`src/rtl/uart_pkg.sv`:
```
// Shared UART definitions: frame bit levels, data width and receiver state encoding.
// The transmitter reuses the bit-level constants.
package uart_pkg;

  localparam int   DATA_BITS = 8;
  localparam logic START_BIT = 1'b0;
  localparam logic STOP_BIT  = 1'b1;

  typedef enum logic [2:0] {
    RX_IDLE      = 3'd0,
    RX_START     = 3'd1,
    RX_DATA      = 3'd2,
    RX_STOP      = 3'd3,
    RX_WAIT_HIGH = 3'd4
  } rx_state_t;

endpackage

```
`src/rtl/uart_rx_if.sv`:
```
// Serial input plus byte-buffer handshake of the UART receiver.
// master = receiver side, slave = line driver / byte consumer side.
interface uart_rx_if;
  import uart_pkg::*;

  logic                 i_rx;
  logic                 i_ready;
  logic [DATA_BITS-1:0] o_data;
  logic                 o_valid;
  logic                 o_frame_err;
  logic                 o_overrun;
  logic                 o_busy;

  modport master (
    input  i_rx, i_ready,
    output o_data, o_valid, o_frame_err, o_overrun, o_busy
  );

  modport slave (
    output i_rx, i_ready,
    input  o_data, o_valid, o_frame_err, o_overrun, o_busy
  );

endinterface

```
`src/rtl/sync_2ff.sv`:
```
// Two-flop synchroniser for asynchronous inputs; resets to RST_VAL so that
// idle-high lines do not fake an edge when reset is released.
module sync_2ff #(
  parameter int               WIDTH   = 1,
  parameter logic [WIDTH-1:0] RST_VAL = {WIDTH{1'b1}}
) (
  input  logic             clk,
  input  logic             reset_n,
  input  logic [WIDTH-1:0] d,
  output logic [WIDTH-1:0] q
);

  logic [WIDTH-1:0] meta_r;
  logic [WIDTH-1:0] sync_r;

  // Two-stage capture of the asynchronous input.
  always_ff @(posedge clk or negedge reset_n) begin
    if (!reset_n) begin
      meta_r <= RST_VAL;
      sync_r <= RST_VAL;
    end else begin
      meta_r <= d;
      sync_r <= meta_r;
    end
  end

  assign q = sync_r;

endmodule

```
`src/rtl/uart_rx.sv`:
```
// 8N1 UART receiver: mid-bit sampling, stop-bit check, one-entry valid/ready
// output buffer with framing-error and overrun pulses.
module uart_rx
  import uart_pkg::*;
#(
  parameter int CLOCK_FREQUENCY = 50000000,
  parameter int BAUD            = 115200
) (
  input  logic      clk,
  input  logic      reset_n,
  uart_rx_if.master bus
);

  localparam int CYCLES_PER_BIT = CLOCK_FREQUENCY / BAUD;
  localparam int HALF_BIT       = CYCLES_PER_BIT / 2;
  localparam int CW             = $clog2(CYCLES_PER_BIT);

  localparam logic [CW-1:0] BIT_END  = CW'(CYCLES_PER_BIT - 1);
  localparam logic [CW-1:0] HALF_END = CW'(HALF_BIT - 1);
  localparam logic [2:0]    LAST_IDX = 3'(DATA_BITS - 1);

  localparam logic [2:0] S_IDLE      = RX_IDLE;
  localparam logic [2:0] S_START     = RX_START;
  localparam logic [2:0] S_DATA      = RX_DATA;
  localparam logic [2:0] S_STOP      = RX_STOP;
  localparam logic [2:0] S_WAIT_HIGH = RX_WAIT_HIGH;

  logic [0:0]           rx_s;
  logic [2:0]           state_r, state_nxt_s;
  logic [CW-1:0]        clk_cnt_r, clk_cnt_nxt_s;
  logic [2:0]           bit_idx_r, bit_idx_nxt_s;
  logic [DATA_BITS-1:0] shreg_r, shreg_nxt_s;
  logic                 stop_smp_s;

  logic [DATA_BITS-1:0] data_r;
  logic                 valid_r;
  logic                 frame_err_r;
  logic                 overrun_r;
  logic                 busy_r;

  sync_2ff #(
    .WIDTH   (1),
    .RST_VAL (1'b1)
  ) u_sync (
    .clk     (clk),
    .reset_n (reset_n),
    .d       (bus.i_rx),
    .q       (rx_s)
  );

  // Next-state, counter and shift-register logic of the frame decoder.
  always_comb begin
    state_nxt_s   = state_r;
    clk_cnt_nxt_s = clk_cnt_r;
    bit_idx_nxt_s = bit_idx_r;
    shreg_nxt_s   = shreg_r;
    stop_smp_s    = 1'b0;
    case (state_r)
      S_IDLE: begin
        clk_cnt_nxt_s = '0;
        bit_idx_nxt_s = 3'd0;
        if (rx_s == START_BIT) begin
          state_nxt_s = S_START;
        end else begin
          state_nxt_s = S_IDLE;
        end
      end
      S_START: begin
        if (clk_cnt_r == HALF_END) begin
          clk_cnt_nxt_s = '0;
          if (rx_s == START_BIT) begin
            state_nxt_s = S_DATA;
          end else begin
            state_nxt_s = S_IDLE;
          end
        end else begin
          clk_cnt_nxt_s = clk_cnt_r + CW'(1);
        end
      end
      S_DATA: begin
        if (clk_cnt_r == BIT_END) begin
          clk_cnt_nxt_s          = '0;
          shreg_nxt_s[bit_idx_r] = rx_s;
          if (bit_idx_r == LAST_IDX) begin
            state_nxt_s = S_STOP;
          end else begin
            bit_idx_nxt_s = bit_idx_r + 3'd1;
          end
        end else begin
          clk_cnt_nxt_s = clk_cnt_r + CW'(1);
        end
      end
      S_STOP: begin
        if (clk_cnt_r == BIT_END) begin
          clk_cnt_nxt_s = '0;
          stop_smp_s    = 1'b1;
          // Leaving at mid-stop lets a following start edge be caught early.
          if (rx_s == STOP_BIT) begin
            state_nxt_s = S_IDLE;
          end else begin
            state_nxt_s = S_WAIT_HIGH;
          end
        end else begin
          clk_cnt_nxt_s = clk_cnt_r + CW'(1);
        end
      end
      S_WAIT_HIGH: begin
        clk_cnt_nxt_s = '0;
        if (rx_s == STOP_BIT) begin
          state_nxt_s = S_IDLE;
        end else begin
          state_nxt_s = S_WAIT_HIGH;
        end
      end
      default: begin
        state_nxt_s   = S_IDLE;
        clk_cnt_nxt_s = '0;
        bit_idx_nxt_s = 3'd0;
      end
    endcase
  end

  // Frame decoder state registers.
  always_ff @(posedge clk or negedge reset_n) begin
    if (!reset_n) begin
      state_r   <= S_IDLE;
      clk_cnt_r <= '0;
      bit_idx_r <= 3'd0;
      shreg_r   <= '0;
      busy_r    <= 1'b0;
    end else begin
      state_r   <= state_nxt_s;
      clk_cnt_r <= clk_cnt_nxt_s;
      bit_idx_r <= bit_idx_nxt_s;
      shreg_r   <= shreg_nxt_s;
      busy_r    <= (state_nxt_s != S_IDLE);
    end
  end

  // One-entry output buffer with error pulses.
  always_ff @(posedge clk or negedge reset_n) begin
    if (!reset_n) begin
      data_r      <= '0;
      valid_r     <= 1'b0;
      frame_err_r <= 1'b0;
      overrun_r   <= 1'b0;
    end else if (stop_smp_s && (rx_s == STOP_BIT)) begin
      frame_err_r <= 1'b0;
      if (!valid_r || bus.i_ready) begin
        data_r    <= shreg_r;
        valid_r   <= 1'b1;
        overrun_r <= 1'b0;
      end else begin
        overrun_r <= 1'b1;
      end
    end else if (stop_smp_s) begin
      frame_err_r <= 1'b1;
      overrun_r   <= 1'b0;
      valid_r     <= valid_r && !bus.i_ready;
    end else begin
      frame_err_r <= 1'b0;
      overrun_r   <= 1'b0;
      valid_r     <= valid_r && !bus.i_ready;
    end
  end

  assign bus.o_data      = data_r;
  assign bus.o_valid     = valid_r;
  assign bus.o_frame_err = frame_err_r;
  assign bus.o_overrun   = overrun_r;
  assign bus.o_busy      = busy_r;

endmodule

```
`src/flat_wrapper.sv`:
```
// flat-port wrapper written by rule: the top's interface ports become plain ports
module uart_rx_flat import uart_pkg::*;
#(
  parameter int CLOCK_FREQUENCY = 50000000,
  parameter int BAUD            = 115200
)
  (clk, reset_n, bus_i_rx, bus_i_ready, bus_o_data, bus_o_valid, bus_o_frame_err, bus_o_overrun, bus_o_busy);
  uart_rx_if bus_i ();
  input  logic clk;
  input  logic reset_n;
  input wire logic [$bits(bus_i.i_rx)-1:0] bus_i_rx;
  input wire logic [$bits(bus_i.i_ready)-1:0] bus_i_ready;
  output wire logic [$bits(bus_i.o_data)-1:0] bus_o_data;
  output wire logic [$bits(bus_i.o_valid)-1:0] bus_o_valid;
  output wire logic [$bits(bus_i.o_frame_err)-1:0] bus_o_frame_err;
  output wire logic [$bits(bus_i.o_overrun)-1:0] bus_o_overrun;
  output wire logic [$bits(bus_i.o_busy)-1:0] bus_o_busy;
  assign bus_i.i_rx = bus_i_rx;
  assign bus_i.i_ready = bus_i_ready;
  assign bus_o_data = bus_i.o_data;
  assign bus_o_valid = bus_i.o_valid;
  assign bus_o_frame_err = bus_i.o_frame_err;
  assign bus_o_overrun = bus_i.o_overrun;
  assign bus_o_busy = bus_i.o_busy;
  uart_rx #(.CLOCK_FREQUENCY(CLOCK_FREQUENCY), .BAUD(BAUD)) u_core (.clk(clk), .reset_n(reset_n), .bus(bus_i));
endmodule
```
`config.mk`:
```
export PLATFORM = sky130hd
export DESIGN_NAME = uart_rx_flat
export DESIGN_NICKNAME = d
export VERILOG_FILES = /design/src/rtl/uart_pkg.sv /design/src/rtl/uart_rx_if.sv /design/src/rtl/sync_2ff.sv /design/src/rtl/uart_rx.sv /design/src/flat_wrapper.sv
export SDC_FILE = /design/constraint.sdc
export NUM_CORES = 1
export LEC_CHECK = 0
export BUFFER_PORTS_ARGS = -buffer_cell sky130_fd_sc_hd__buf_2
export CAP_MARGIN = 0
export CORE_ASPECT_RATIO = 0.5
export CORE_MARGIN = 1
export CORE_UTILIZATION = 29
export DETAILED_ROUTE_END_ITERATION = 10
export SETUP_SLACK_MARGIN = 0.5
export SLEW_MARGIN = 10
export SYNTH_ARGS = -nofsm -noshare
export SYNTH_HDL_FRONTEND = slang
export SYNTH_SLANG_ARGS = --single-unit
```
`constraint.sdc`:
```
create_clock -name clk -period 2.3 [get_ports clk]
set_clock_uncertainty 0.05 [all_clocks]
set_input_delay 0.46 -clock clk [delete_from_list [all_inputs] [get_ports clk]]
set_output_delay 0.46 -clock clk [all_outputs]
set_load 0.01 [all_outputs]
```
# Word-level counts from Yosys, hierarchy flattened
# Cells that the tools add are included.
# Widths: inputs -> output; s select.
# totals
reg_bits	37
wordCells	64
input_bits	4
# op_classes
reduce_logical	13
order_cmp	2
n_eq_ne	10
add_sub_neg	2
mux	25
bitwise_logic	1
# op_table
operator	n
$mux 3	7
$mux 9	2
$pmux 9 s2	1
$pmux 3 s5	1
$mux 1	10
$add 9x1->9 const B	1
$eq 9x8->1 const B	1
$eq 9x9->1 const B	1
$bwmux 8	1
$eq 3x2->1 const B	2
$eq 3x3->1 const B	2
$pmux 3 s2	1
$lt 3x4->1 const B	1
$ne 2x2->1 const B	2
$reduce_and 2->1	2
$add 3x1->3 const B	1
$demux 1 s3	1
$eq 3x1->1 const B	1
$ge 3x1->1 const B	1
$logic_and 1x1->1	3
$logic_not 3->1	1
$reduce_and 3->1	1
$reduce_bool 3->1	1
$reduce_or 3->1	1
6 further kinds	7

# Longest topological paths before layout
# depth
depth_word	5
mapped_depth	6
ltp_nobuf	6

# By module
# Synthesis repeated with hierarchy kept, for this count alone.
# hier_totals
hier_cells	146
area_unflattened_um2	1726.7
# by_module_without_submodules
module	instances	seq_area_each_um2	cells_per_inst	area_per_inst_um2
uart_rx	1	875.8	144	1674.1
sync_2ff	1	52.6	2	52.6

# Worst setup path before layout
# Ideal clock, no wire load.
# synth_path
kind	flip-flop to flip-flop
startpoint	reg u_core.clk_cnt_r[0]
endpoint	reg u_core.clk_cnt_r[2]
n_path_buf	0
arrival_time_ns	1.762
path_stages_with_launch	7
path_slack_ns	0.357
synth_period_minus_slack_ns	1.943
required_ns	2.119
setup_time_ns	0.131
cell_sequence	dfrtp_1 -> inv_1 -> ha_1 -> or4b_4 -> or3_4 -> a32oi_4 -> nor2_1
# synth_via
elab_chain_cells	3
word_cells_on_any_way	6
# synth_lines
element	line_no	text
from (decl)	uart_rx.sv:30	logic [CW-1:0] clk_cnt_r, clk_cnt_nxt_s;
from (signal assigned)	uart_rx.sv:133	clk_cnt_r <= clk_cnt_nxt_s;
$add 9x1->9 (tied with other cells)	uart_rx.sv:77, uart_rx.sv:90, uart_rx.sv:104	
$mux 9 (on tied branches)	uart_rx.sv:81, uart_rx.sv:94, uart_rx.sv:69	
$pmux 9 s2 (*)	uart_rx.sv:58	case (state_r)
via u_core.clk_cnt_nxt_s[2]	uart_rx.sv:30	
# The timed path passes the listed nets; every way through them passes the cells marked *.
# A chain may end at the register's enable or synchronous reset.

# Worst setup path in the final report
# layout_path
startpoint	reg u_core.clk_cnt_r[1]
endpoint	reg u_core.clk_cnt_r[8]
# The elaborated chain is that of the path after synthesis.

==> summary.md <==
| Metric | Value |
|---|---|
| Fmax | `505.1 MHz` |
| Initial antenna violation count | `0` |
| Fin nets | `195` |
| CP peak stage delay | `0.45 ns` |
| Met1 WL | `1.804 mm` |
| Max Cap Viol | `0` |
| Placed Cells | `253` |
| DIE HEIGHT | `57.76 µm` |
| Pwr dens | `570.7 nW/µm²` |
| Met3 Wirelength | `182 µm` |
| Sequential fraction of the synthesis area | `0.5149` |
| Area Growth Syn to Fin | `29.91%` |
| CTS Hold Buffers Added | `0` |
| Largest net degree at the start of global routing | `38` |
| Non-Filler Instances | `271` |
| CORE AREA | `5729 µm²` |
| Vias/cell | `4.919` |
| Final setup viols | `0` |
| Post-route ant nets | `0` |
| Cts bufs inserted | `5` |
| Total GRT Usage | `0.1431` |
| LEAKAGE | `1.011 nW` |
| Cell family with most CP delay | `simple AND/OR/NAND/NOR gates` |
| CP arrival | `2.09 ns` |
| Vias | `1333` |
| Pins Over Slew Limit | `0` |
| Cell Area, Synth | `1803 µm²` |
| Final min period | `1.980 ns` |
| # IOs | `16` |
| Die ar. | `6556 µm²` |
| Total power draw | `1.337 mW` |
| CTS tree | `yes` |
| Hold/Removal Path Class | `input port to async pin` |
| Period utilization | `0.8609` |
| Worst path bufs/invs | `1` |
| Yosys cell types | `37` |
| Rows | `19` |
| Cell Chain, Critical Path | `inv_2 -> ha_4 -> or4b_4 -> or3_4 -> a32oi_4 -> nor2_1` |
| Outcome | `finished, final reports clean` |
| Slowest stage cell, crit path | `or4b_4` |
| Area taken by multi-input logic gates | `959.7 µm²` |
| Cell count after synthesis | `157` |
| Worst hold slack | `0.2212 ns` |
| Vias in the first global route | `1395` |
| 1st-iter DRT viols | `59` |
| Ys Warns | `0` |
| CP required | `2.41 ns` |
| Bufs on Longest Clock Path | `2` |
| I/O Buffers | `15` |
| Wire length on met2 | `2.097 mm` |
| Sink Count | `37` |
| Top sig layer | `met4` |
| Post-Route WL | `4.161 mm` |
| Root buffer cell | `clkbuf_16` |
| Htree depth | `2` |
| RSZ-0062 raised after global routing | `true` |
| Detailed Routing Iterations Pass 1 | `4` |
| Initial Utilization | `0.3147` |
| CP Launch Type | `register` |
| Routed WL per cell | `15.35 µm` |
| Clock transition at path regs | `0.06 ns` |
| Ant. Diodes | `0` |
| Mean Syn Cell Area | `11.48 µm²` |
| Register area | `934.6 µm²` |
| GP Congestion | `0.7714` |
| Post-Syn Nets | `166` |
| Die X | `113.5 µm` |
| CP Class | `register to register` |
| GR Overflow Total | `0` |
| Worst-Margin Slew | `0.8247 ns` |
| Layout cells sized above 1 | `0.4278` |
| Post-layout util | `0.4088` |
| Maximum fanout along the worst path | `5` |
| Synthesis-stage register bit count | `37` |
| CP endpoint kind | `register` |
| Endpoints failing hold | `0` |
| Max-slew headroom | `0.4502` |
| DP HPWL | `2.514 mm` |
| Setup TNS | `0 ns` |
| Fill count | `539` |
| Clock Latency Late Sink | `0.28 ns` |
| # DRC | `0` |
| Max VDD drop | `0.2812 mV` |
| First-pass GRT wire length | `6.955 mm` |
synth_stat cells (all sizes together):
cell / number / area [µm²]
xor2: 2 / 17.52
o21ai: 3 / 15.01
nor4: 4 / 31.28
and2: 1 / 6.260
a31oi: 1 / 6.260
and2b: 1 / 7.510
nor2: 18 / 67.56
a21oi: 2 / 10.01
nor2b: 4 / 25.02
and4b: 1 / 10.01
a32o: 4 / 40.04
or3b: 2 / 17.52
nand2b: 2 / 12.51
and4bb: 1 / 12.51
xnor2: 5 / 43.79
nand2: 7 / 26.28
dfrtp: 35 / 875.8
nor3b: 1 / 18.77
a22oi: 1 / 7.510
a32oi: 2 / 36.29
o2bb2ai: 1 / 8.760
or3: 1 / 11.26
inv: 5 / 18.77
nand4bb: 1 / 11.26
nand3: 10 / 50.05
nand4: 5 / 31.28
dfstp: 2 / 52.55
a211oi: 1 / 7.510
mux2: 16 / 180.2
nand4b: 2 / 17.52
ha: 5 / 62.56
buf: 1 / 11.26
or4b: 1 / 13.76
nor3: 4 / 20.02
clkbuf: 5 / 18.77
per-stage QoR:
step	setup slack, ns	area, µm²
after detailed placement	0.2299	1979
final	0.3200	2342
after floorplan	0.3578	1807
after global routing	0.2647	2342
after global placement	0.2811	1979
after CTS	0.3291	2290
registers in the layout, summed over array words and instances, names as in the netlist:
register / flops
u_core.bit_idx_r: 3
u_core.bus.o_busy: 1
u_core.bus.o_data: 8
u_core.bus.o_frame_err: 1
u_core.bus.o_overrun: 1
u_core.bus.o_valid: 1
u_core.clk_cnt_r: 9
u_core.shreg_r: 8
u_core.state_r: 3
u_core.u_sync.meta_r: 1
u_core.u_sync.q: 1
per-layer routing:
layer,vias to the layer above,global-route usage
met4,0,0.06579
met3,6,0.05126
met5,-,0
li1,629,-
met1,673,0.1660
met2,25,0.2422
timing repair:
action	in CTS	in global routing
resized for setup	21	10
setup endpoints to repair	29	29
cloned	1	0
setup buffers	8	1
pin swaps	14	8
cell type report:
class / count / area share
multi-input cells: 110 / 0.4097
flip-flops and latches: 37 / 0.3990
repair buffers: 27 / 0.07906
clock buffers: 6 / 0.05502
well taps: 84 / 0.04487
inverters: 5 / 0.008013
clock inverters: 2 / 0.004273
logic make-up (layout without fill, tap and decap cells):
group	Yosys count	count (layout)	synth area share
AND/OR/NAND/NOR	66	66	0.2165
XOR/XNOR	7	7	0.03400
buffers and inverters	11	40	0.02707
adder cells (fa/ha/maj)	5	5	0.03470
multiplexers	16	16	0.09993
AO/OA/AOI/OAI	15	16	0.07287
flip-flops	37	37	0.5149
cell usage in the layout, fill, tap and decap left out, types with 3 or more instances in the layout:
| cell type | n |
|---|---|
| a32o_1 | 3 |
| buf_2 | 15 |
| buf_4 | 9 |
| clkbuf_16 | 5 |
| dfrtp_1 | 30 |
| dfrtp_2 | 5 |
| ha_1 | 4 |
| inv_1 | 3 |
| mux2_2 | 16 |
| nand2_1 | 6 |
| nand3_1 | 7 |
| nand4_1 | 5 |
| nor2_1 | 16 |
| nor2b_1 | 4 |
| nor4_1 | 3 |
| xnor2_1 | 5 |
where the power goes:
| group | switching (mW) | internal (mW) | total, mW |
|---|---|---|---|
| combinational | 0.0158 | 0.00333 | 0.0191 |
| clock | 0.264 | 0.398 | 0.662 |
| sequential | 0.00104 | 0.654 | 0.655 |
| total | 0.281 | 1.06 | 1.34 |
path summary, 6_finish.rpt:
check,startpoint,to,slack (ns),cells after the start
worst max-delay path,u_core.clk_cnt_r[1],u_core.clk_cnt_r[8],0.32,6
worst max register to register,u_core.clk_cnt_r[1],u_core.clk_cnt_r[8],0.32,6
max in group asynchronous,reset_n,u_core.bit_idx_r[1],1.40,1
worst min-delay path,reset_n,u_core.bus.o_valid,0.22,1
min in group clk,bus_i_rx,u_core.u_sync.meta_r,0.22,1
worst min register to register,u_core.u_sync.meta_r,u_core.u_sync.q,0.30,0
No activity file was read; power rests on OpenSTA's default activity.
